<file path="src/rtl/vga_pkg.sv">
// rtl/vga_pkg.sv - shared VGA timing constants, coordinate type and line-phase decode
package vga_pkg;

  localparam int DEF_H_VISIBLE = 640;
  localparam int DEF_H_FP      = 16;
  localparam int DEF_H_SYNC    = 96;
  localparam int DEF_H_BP      = 48;
  localparam int DEF_V_VISIBLE = 480;
  localparam int DEF_V_FP      = 10;
  localparam int DEF_V_SYNC    = 2;
  localparam int DEF_V_BP      = 33;

  localparam int H_TOTAL = DEF_H_VISIBLE + DEF_H_FP + DEF_H_SYNC + DEF_H_BP;
  localparam int V_TOTAL = DEF_V_VISIBLE + DEF_V_FP + DEF_V_SYNC + DEF_V_BP;

  typedef logic [9:0] coord_t;

  typedef enum logic [1:0] {ACTIVE, FP, SYNC, BP} phase_e;

  // Same four-phase split serves both axes; only the boundaries differ.
  function automatic phase_e phase_of(coord_t c, int vis, int fp, int sync);
    if (int'(c) < vis)                  return ACTIVE;
    else if (int'(c) < vis + fp)        return FP;
    else if (int'(c) < vis + fp + sync) return SYNC;
    else                                return BP;
  endfunction

endpackage

</file>
<file path="src/rtl/vga_timing_gen_if.sv">
// rtl/vga_timing_gen_if.sv - raster outputs from the timing generator to the mappers and pins
interface vga_timing_gen_if;
  import vga_pkg::*;

  coord_t      DrawX;
  coord_t      DrawY;
  logic        blank;
  logic        hs;
  logic        vs;
  logic        vblank_start;
  logic [15:0] frame_count;

  modport master (output DrawX, DrawY, blank, hs, vs, vblank_start, frame_count);
  modport slave  (input  DrawX, DrawY, blank, hs, vs, vblank_start, frame_count);
endinterface

</file>
<file path="src/rtl/vga_delay_line.sv">
// rtl/vga_delay_line.sv - fixed-depth shift register with async active-low reset to a preset value
module vga_delay_line #(
  parameter int               WIDTH     = 2,
  parameter int               DEPTH     = 2,
  parameter logic [WIDTH-1:0] RESET_VAL = '1
) (
  input  logic             clk,
  input  logic             rst_n,
  input  logic [WIDTH-1:0] din,
  output logic [WIDTH-1:0] dout
);

  logic [WIDTH-1:0] stage_q [DEPTH];

  always_ff @(posedge clk or negedge rst_n) begin
    if (!rst_n) begin
      for (int i = 0; i < DEPTH; i++) stage_q[i] <= RESET_VAL;
    end else begin
      stage_q[0] <= din;
      for (int i = 1; i < DEPTH; i++) stage_q[i] <= stage_q[i-1];
    end
  end

  assign dout = stage_q[DEPTH-1];

endmodule

</file>
<file path="src/rtl/vga_timing_gen.sv">
// rtl/vga_timing_gen.sv - 640x480@60 raster counters, registered blank/sync and vblank pulse
// Optional macro VGA_SYNC_DELAY_EN delays hs/vs by PIPE_DELAY cycles.
module vga_timing_gen
  import vga_pkg::*;
#(
  parameter int H_VISIBLE  = DEF_H_VISIBLE,
  parameter int H_FP       = DEF_H_FP,
  parameter int H_SYNC     = DEF_H_SYNC,
  parameter int H_BP       = DEF_H_BP,
  parameter int V_VISIBLE  = DEF_V_VISIBLE,
  parameter int V_FP       = DEF_V_FP,
  parameter int V_SYNC     = DEF_V_SYNC,
  parameter int V_BP       = DEF_V_BP,
  parameter int PIPE_DELAY = 2
) (
  input  logic             vga_clk,
  input  logic             reset_n,
  vga_timing_gen_if.master vga
);

  localparam int H_TOT = H_VISIBLE + H_FP + H_SYNC + H_BP;
  localparam int V_TOT = V_VISIBLE + V_FP + V_SYNC + V_BP;

  coord_t      hc_q, vc_q, hc_next, vc_next;
  logic        running_q;
  logic        blank_q, hs_raw_q, vs_raw_q, vblank_q, vblank_next;
  logic [15:0] fc_q, fc_next;
  phase_e      h_phase, v_phase;

  // The first edge out of reset holds (0,0) so the opening cycle shows pixel 0 as active.
  always_comb begin
    hc_next = hc_q;
    vc_next = vc_q;
    if (running_q) begin
      if (hc_q == coord_t'(H_TOT - 1)) begin
        hc_next = '0;
        if (vc_q == coord_t'(V_TOT - 1)) vc_next = '0;
        else                             vc_next = vc_q + coord_t'(1);
      end else begin
        hc_next = hc_q + coord_t'(1);
      end
    end
    h_phase     = phase_of(hc_next, H_VISIBLE, H_FP, H_SYNC);
    v_phase     = phase_of(vc_next, V_VISIBLE, V_FP, V_SYNC);
    vblank_next = (hc_next == '0) && (vc_next == coord_t'(V_VISIBLE));
    fc_next     = fc_q + (vblank_next ? 16'd1 : 16'd0);
  end

  // Flags are decoded from the next counter values so they line up with DrawX/DrawY.
  always_ff @(posedge vga_clk or negedge reset_n) begin
    if (!reset_n) begin
      running_q <= 1'b0;
      hc_q      <= '0;
      vc_q      <= '0;
      fc_q      <= '0;
      blank_q   <= 1'b0;
      hs_raw_q  <= 1'b1;
      vs_raw_q  <= 1'b1;
      vblank_q  <= 1'b0;
    end else begin
      running_q <= 1'b1;
      hc_q      <= hc_next;
      vc_q      <= vc_next;
      fc_q      <= fc_next;
      blank_q   <= (h_phase == ACTIVE) && (v_phase == ACTIVE);
      hs_raw_q  <= (h_phase != SYNC);
      vs_raw_q  <= (v_phase != SYNC);
      vblank_q  <= vblank_next;
    end
  end

`ifdef VGA_SYNC_DELAY_EN
  logic [1:0] sync_dly;

  vga_delay_line #(
    .WIDTH     (2),
    .DEPTH     (PIPE_DELAY),
    .RESET_VAL (2'b11)
  ) u_sync_dly (
    .clk   (vga_clk),
    .rst_n (reset_n),
    .din   ({vs_raw_q, hs_raw_q}),
    .dout  (sync_dly)
  );

  assign vga.hs = sync_dly[0];
  assign vga.vs = sync_dly[1];
`else
  logic unused_pipe_delay;
  assign unused_pipe_delay = ^PIPE_DELAY;
  assign vga.hs = hs_raw_q;
  assign vga.vs = vs_raw_q;
`endif

  assign vga.DrawX        = hc_q;
  assign vga.DrawY        = vc_q;
  assign vga.blank        = blank_q;
  assign vga.vblank_start = vblank_q;
  assign vga.frame_count  = fc_q;

endmodule

</file>
<file path="src/flat_wrapper.sv">
// flat-port wrapper written by rule: the top's interface ports become plain ports
module vga_timing_gen_flat import vga_pkg::*;
#(
  parameter int H_VISIBLE  = DEF_H_VISIBLE,
  parameter int H_FP       = DEF_H_FP,
  parameter int H_SYNC     = DEF_H_SYNC,
  parameter int H_BP       = DEF_H_BP,
  parameter int V_VISIBLE  = DEF_V_VISIBLE,
  parameter int V_FP       = DEF_V_FP,
  parameter int V_SYNC     = DEF_V_SYNC,
  parameter int V_BP       = DEF_V_BP,
  parameter int PIPE_DELAY = 2
)
  (vga_clk, reset_n, vga_DrawX, vga_DrawY, vga_blank, vga_hs, vga_vs, vga_vblank_start, vga_frame_count);
  vga_timing_gen_if vga_i ();
  input  logic vga_clk;
  input  logic reset_n;
  output wire logic [$bits(vga_i.DrawX)-1:0] vga_DrawX;
  output wire logic [$bits(vga_i.DrawY)-1:0] vga_DrawY;
  output wire logic [$bits(vga_i.blank)-1:0] vga_blank;
  output wire logic [$bits(vga_i.hs)-1:0] vga_hs;
  output wire logic [$bits(vga_i.vs)-1:0] vga_vs;
  output wire logic [$bits(vga_i.vblank_start)-1:0] vga_vblank_start;
  output wire logic [$bits(vga_i.frame_count)-1:0] vga_frame_count;
  assign vga_DrawX = vga_i.DrawX;
  assign vga_DrawY = vga_i.DrawY;
  assign vga_blank = vga_i.blank;
  assign vga_hs = vga_i.hs;
  assign vga_vs = vga_i.vs;
  assign vga_vblank_start = vga_i.vblank_start;
  assign vga_frame_count = vga_i.frame_count;
  vga_timing_gen #(.H_VISIBLE(H_VISIBLE), .H_FP(H_FP), .H_SYNC(H_SYNC), .H_BP(H_BP), .V_VISIBLE(V_VISIBLE), .V_FP(V_FP), .V_SYNC(V_SYNC), .V_BP(V_BP), .PIPE_DELAY(PIPE_DELAY)) u_core (.vga_clk(vga_clk), .reset_n(reset_n), .vga(vga_i));
endmodule
</file>
<file path="config.mk">
export PLATFORM = sky130hd
export DESIGN_NAME = vga_timing_gen_flat
export DESIGN_NICKNAME = d
export VERILOG_FILES = /design/src/rtl/vga_pkg.sv /design/src/rtl/vga_timing_gen_if.sv /design/src/rtl/vga_delay_line.sv /design/src/rtl/vga_timing_gen.sv /design/src/flat_wrapper.sv
export SDC_FILE = /design/constraint.sdc
export NUM_CORES = 1
export LEC_CHECK = 0
export BUFFER_PORTS_ARGS = -buffer_cell sky130_fd_sc_hd__buf_2
export CAP_MARGIN = 20
export CORE_MARGIN = 5
export CORE_UTILIZATION = 38
export DETAILED_ROUTE_END_ITERATION = 12
export GPL_ROUTABILITY_DRIVEN = 1
export SKIP_CTS_REPAIR_TIMING = 1
export SLEW_MARGIN = 10
export SYNTH_ARGS = -nofsm -noshare
export SYNTH_HDL_FRONTEND = slang
export SYNTH_HIERARCHICAL = 1
export SYNTH_SLANG_ARGS = --single-unit
</file>
<file path="constraint.sdc">
create_clock -name vga_clk -period 4.6 [get_ports vga_clk]
set_input_delay 1.15 -clock vga_clk [delete_from_list [all_inputs] [get_ports vga_clk]]
set_output_delay 1.15 -clock vga_clk [all_outputs]
set_load 0.02 [all_outputs]
</file>
==> results of run 1 <==
-- state kept, by name (all words and copies together), names as in the netlist --
register / cells
u_core/vga.DrawX: 10
u_core/vga.vs: 1
u_core/vga.DrawY: 10
u_core/vga.vblank_start: 1
u_core/running_q: 1
u_core/vga.blank: 1
u_core/vga.frame_count: 16
u_core/vga.hs: 1
-- layer usage --
layer / global-route usage [%] / routed length [um]
met2: 21.6 / 2060
met4: 4.09 / 90
met5: 0 / 0
met1: 16.6 / 2060
met3: 4.54 / 253
-- worst paths after layout --
path                                                              to  slack [ns]  cells after the start
worst min register to register  u_core/vga.frame_count[15]$_DFF_PN0_        0.47                      1
min in group asynchronous              u_core/vga.DrawX[3]$_DFF_PN0_        0.99                      1
worst min-delay path            u_core/vga.frame_count[15]$_DFF_PN0_        0.47                      1
worst max-delay path            u_core/vga.frame_count[14]$_DFF_PN0_        0.84                     13
max in group asynchronous       u_core/vga.frame_count[11]$_DFF_PN0_        3.05                      1
worst max register to register  u_core/vga.frame_count[14]$_DFF_PN0_        0.84                     13
-- power by group --
| group | switching [mW] | total (mW) | internal (mW) |
|---|---|---|---|
| Clock | 0.115 | 0.273 | 0.158 |
| Sequential | 0.0474 | 0.435 | 0.388 |
| Combinational | 0.113 | 0.188 | 0.0745 |
-- cells in the final DEF, fill, tap and decap left out, types with 2 or more instances in the layout --
| master | Yosys | layout |
|---|---|---|
| o21ai_0 | 9 | 9 |
| buf_2 | 0 | 41 |
| xor2_1 | 6 | 6 |
| clkbuf_8 | 0 | 5 |
| o31ai_1 | 2 | 2 |
| and4_1 | 4 | 4 |
| a31oi_1 | 2 | 2 |
| xnor2_1 | 17 | 17 |
| nor2_1 | 7 | 7 |
| or3_1 | 3 | 3 |
| a211oi_1 | 3 | 3 |
| nand2_1 | 27 | 27 |
| nor3_1 | 3 | 3 |
| a21oi_1 | 6 | 6 |
| or2_2 | 3 | 3 |
| nand4b_1 | 2 | 2 |
| nand4_1 | 9 | 9 |
| nand3_1 | 12 | 12 |
| dfrtp_1 | 39 | 39 |
| o21a_1 | 2 | 2 |
| and2_1 | 5 | 5 |
| inv_1 | 9 | 9 |
| ha_1 | 5 | 5 |
| and3_1 | 6 | 6 |
| dfstp_2 | 2 | 2 |
-- logic make-up after synthesis --
| group | Yosys count | share of synthesized area (%) |
|---|---|---|
| AND/OR/NAND/NOR | 89 | 24.0 |
| buffers and inverters | 15 | 2.71 |
| XOR/XNOR | 23 | 9.69 |
| other | 1 | 0.180 |
| adder cells (fa/ha/maj) | 5 | 3.01 |
| AO/OA/AOI/OAI | 33 | 10.5 |
| multiplexers | 1 | 0.481 |
| flip-flops | 41 | 49.5 |
-- final cells by class --
cell class	instances	area, sq um
Clock buffer	5	68.8
Inverter	9	33.8
Timing Repair Buffer	42	213
Multi-Input combinational cell	152	995
Clock inverter	2	35.0
Fill cell	539	2940
Tap cell	72	90.1
Sequential cell	41	1030
-- worst max-delay path, delay by kind of cell (launching register included) --
family | cells | cell delay [ns]
fa+ha+maj | 2 | 0.40
xor+xnor | 1 | 0.13
compound gates | 2 | 0.68
simple gates | 8 | 1.98
flops | 1 | 0.45
==> metrics.txt, run 1 <==
power per cell area=364 nW/um^2; clock sink count=41; register bit total from synthesis=41; overall die area=7050 sq um; final hold vios=0; Final setup viols=0; Cells after Synth=208; max cap viols=0; Post-Layout Cell Count=323; library cells used by synthesis=43; Startpoint Class=register; FP Rows=27; Post-Route Setup TNS=0 ns; CP Capture Type=register; Die W=84.0 um; Reg clk slew, reported paths=0.07 ns; slowest stage cell, crit path=dfrtp_1; Synth top cells by count=dfrtp_1, nand2_1, xnor2_1; Worst Path Required=4.77 ns; Clk Latency, worst-skew pair=0.28 ns; root buf cell=clkbuf_8; RSZ-0062 raised after global routing=no; reg2reg start=u_core/vga.DrawX[5]$_DFF_PN0_; placed cells=316; CTS tree=done; initial antenna violation count=0; average wire per standard cell=13.8 um; critical path cell sequence=or3_4, nor4_4, nand4b_1, a221o_1, nor4_2, o2111a_1, ha_1, ha_1, nand3_1, nor2_1, and2_1, nand3_1, xnor2_1; vias in the first global route=1,622; DRC viols=0; max_slew headroom=39.9%; core region area=5410 sq um; Max Root-Sink Buffers=2; routability cong.=0.790; final core utilization=45.6%; syn nets=215; period utilization=81.8%; syn avg cell area=10.0 sq um; share of layout cells above drive strength 1=22.7%; P&R area growth vs syn=18.5%; Via density=5.21; Global Route Usage Sum=13.3%; total congestion overflow=0; total power=896 uW; Yosys top cell area share=46.9%; First-pass DRT Iterations=4; worst vdd ir=0.295 mV; Crit. Startpoint=u_core/vga.DrawX[5]$_DFF_PN0_; port bufs=41; status=completed; CP Class=reg -> reg; top_reg_cell synth=dfrtp_1; dpl ws=0.894 ns; # nets final=258; I/O Pins=42; register area share after synthesis=49.5%; Initial Utilization=38.5%; YS warnings=6; Die H=84.0 um; slack of the critical path=0.838 ns; hpwl dp=3350 um; Hold Path Class=reg -> reg; area leader, netlist=dfrtp_1; CP max FO=7; EDFF count, synth=0; final period demand of the worst path=3.76 ns; asr flop ratio synth=100%; Synth Cell Area=2080 sq um; DP Area=2360 sq um; Antenna Nets Post-Route=0; CTS buffer count=5; initial DRC count=38; wirelength, routed=4470 um; # H-tree levels=2; Hold WS=0.469 ns; worst hold start=u_core/vga.frame_count[15]$_DFF_PN0_; Pleak=1.18 nW; Worst Tran Pin Value=0.901 ns; DR vias=1,683; skew final=0.00383 ns; Max Freq=266 MHz; first-pass GRT wire length=7660 um; Area contributors post-synth=dfrtp_1, xnor2_1, nand2_1, ha_1, nand3_1; antenna diode count=0; max-slew violations=0; CP arrival=3.94 ns; CP max stage delay=0.45 ns; count leader, synth=dfrtp_1; largest net degree at the start of global routing=42; final instance area=2460 sq um
Power figures use the tool's default switching activity.
==> run 2, diff against run 1 <==
==> constraint.sdc (replaced) <==
create_clock -name vga_clk -period 3.9 [get_ports vga_clk]
set_input_delay 0.975 -clock vga_clk [delete_from_list [all_inputs] [get_ports vga_clk]]
set_output_delay 0.975 -clock vga_clk [all_outputs]
set_load 0.02 [all_outputs]
==> metrics.txt, run 2 (synthesized netlist as in run 1, its figures left out) <==
status=completed; P&R area growth vs syn=19.9%; CP max stage delay=0.46 ns (about the same); CP Capture Type=register; worst reg-to-reg path cell count=13 (unchanged); commonest non-fill, non-tap cell in the layout=buf_2; R2R Path End=u_core/vga.frame_count[14]$_DFF_PN0_; antenna diode count=0 (unchanged); reg2reg start=u_core/vga.DrawX[5]$_DFF_PN0_; hold path cells=1 (unchanged); skew final=0.0125 ns (+0.00868 ns); CP Capture Point=u_core/vga.frame_count[14]$_DFF_PN0_; initial antenna violation count=0 (unchanged); slowest stage cell, crit path=nor4_4; Max Root-Sink Buffers=2 (unchanged); CP max FO=7 (unchanged); initial DRC count=129 (+240%); worst vdd ir=0.257 mV (-13%); I/O Pins=42 (unchanged); First-pass DRT Iterations=4 (unchanged); critical path cell sequence=or3_4, nor4_4, nand4b_1, a221o_1, nor4_2, o2111a_1, ha_1, ha_1, nand3_1, nor2_1, and2_4, nand3_1, xnor2_1; Final setup viols=0 (unchanged); Crit path depth=13 (unchanged); Startpoint Class=register; total congestion overflow=0 (unchanged); core region area=5410 sq um (unchanged); power per cell area=435 nW/um^2 (+20%); DR vias=1,672 (-0.65%); final hold vios=0 (unchanged); average wire per standard cell=14.2 um (+2.7%); hpwl dp=3410 um (+1.6%); number of fill cells=525 (-2.6%); cell family with most CP delay=simple AND/OR/NAND/NOR gates; DP Area=2370 sq um (+0.64%); worst hold start=u_core/vga.frame_count[15]$_DFF_PN0_; Hold WS=0.477 ns (+0.00785 ns); CP Class=reg -> reg; final period demand of the worst path=3.62 ns (-0.141 ns); RSZ-0062 raised after global routing=no; vias in the first global route=1,621 (-0.062%); share of layout cells above drive strength 1=24.0% (+1.3 points); Antenna Nets Post-Route=0 (unchanged); Crit. Startpoint=u_core/vga.DrawX[5]$_DFF_PN0_; Initial Utilization=38.5% (unchanged); FP Rows=27 (unchanged); register area=1030 sq um (unchanged); Clk Latency, worst-skew pair=0.30 ns (+0.02 ns); # nets final=260 (+0.78%); slack of the critical path=0.280 ns (-0.559 ns); Via density=5.13 (-1.6%); Reg clk slew, reported paths=0.08 ns (about the same); Hold Path Class=reg -> reg; dpl ws=0.288 ns (-0.606 ns); final instance area=2490 sq um (+1.2%); max-slew violations=0 (unchanged); CTS tree=done; period utilization=92.8% (+11 points); routability cong.=0.786 (-0.51%); CTS buffer count=5 (unchanged); Post-Layout Cell Count=326 (+0.93%); max_slew headroom=38.9% (-1.0 points); CP arrival=3.80 ns (-0.14 ns); Post-Route Setup TNS=0 ns (unchanged); clock sink count=41 (unchanged); Die W=84.0 um (unchanged); largest net degree at the start of global routing=42 (unchanged); Pleak=1.19 nW (+0.90%); DRC viols=0 (unchanged); overall die area=7050 sq um (unchanged); commonest cells after routing, fill and taps aside=buf_2, dfrtp_1, nand2_1, xnor2_1, nand3_1; Worst Tran Pin Value=0.916 ns (+0.0151 ns); flop-to-flop setup slack=0.28 ns (-0.56 ns); Multi-input gate area=997 sq um (+0.25%); max cap viols=0 (unchanged); Max Freq=276 MHz (+3.9%); wirelength, routed=4630 um (+3.7%); Die H=84.0 um (unchanged); WP buf/inv=0 (unchanged); Global Route Usage Sum=13.8% (+0.52 points); Worst Path Required=4.08 ns (-0.69 ns); root buf cell=clkbuf_8; # H-tree levels=2 (unchanged); max reg flops=16 (unchanged); first-pass GRT wire length=7910 um (+3.3%); port bufs=41 (unchanged); placed cells=318 (+0.63%)
-- run 2: cell count changes in the layout (fill, tap and decap cells not counted) --
cell        change
and2_1          -1
clkinvlp_4      +1
and2_4          +1
clkinv_2        -1
buf_4           +2
clkinv_4        +1
-- run 2: per-layer routing --
layer | track usage [%] | part of all wire [%] | vias to the layer above
met3 | 4.15 | 4.7 | 7
met1 | 17.6 | 46 | 794
met5 | 0 | 0 | -
met4 | 3.36 | 1.1 | 0
li1 | - | - | 832
met2 | 22.8 | 48 | 39
-- run 2: power breakdown --
part           internal, mW  total [mW]  switching, mW
Sequential            0.457       0.512         0.0550
Combinational        0.0880       0.225          0.137
Clock                 0.192       0.348          0.157
Total                 0.737        1.09          0.348
-- run 2: worst reg2reg max path: stages, from the launching register on --
cell	delay [ns]
dfrtp_1	0.45
or3_4	0.43
nor4_4	0.46
nand4b_1	0.19
a221o_1	0.38
nor4_2	0.27
o2111a_1	0.26
ha_1	0.19
ha_1	0.19
nand3_1	0.12
nor2_1	0.19
and2_4	0.18
nand3_1	0.09
xnor2_1	0.13
-- run 2: stage by stage --
stage / power [mW] / util, %
after floorplan: 0.668 / -
final: 1.09 / 46.1
after global routing: 1.14 / 46.1
after CTS: 1.10 / 46.1
after detailed placement: 0.747 / 43.9
after global placement: 0.745 / 43.9
-- run 2: worst min-delay path by stage --
stage / to / slack (ns)
floorplan: u_core/vga.frame_count[15]$_DFF_PN0_ / 0.58
global placement: u_core/vga.frame_count[15]$_DFF_PN0_ / 0.46
detailed placement: u_core/vga.frame_count[15]$_DFF_PN0_ / 0.47
CTS: u_core/vga.frame_count[15]$_DFF_PN0_ / 0.48
global route: u_core/vga.frame_count[11]$_DFF_PN0_ / 0.52
finish: u_core/vga.frame_count[15]$_DFF_PN0_ / 0.48
-- run 2: cell type report --
type | instances | share of cell area (%)
Sequential cell | 41 | 41.3
Inverter | 9 | 1.36
Clock buffer | 5 | 2.76
Multi-Input combinational cell | 152 | 40.0
Timing Repair Buffer | 44 | 9.14
Tap cell | 72 | 3.61
Clock inverter | 3 | 1.86
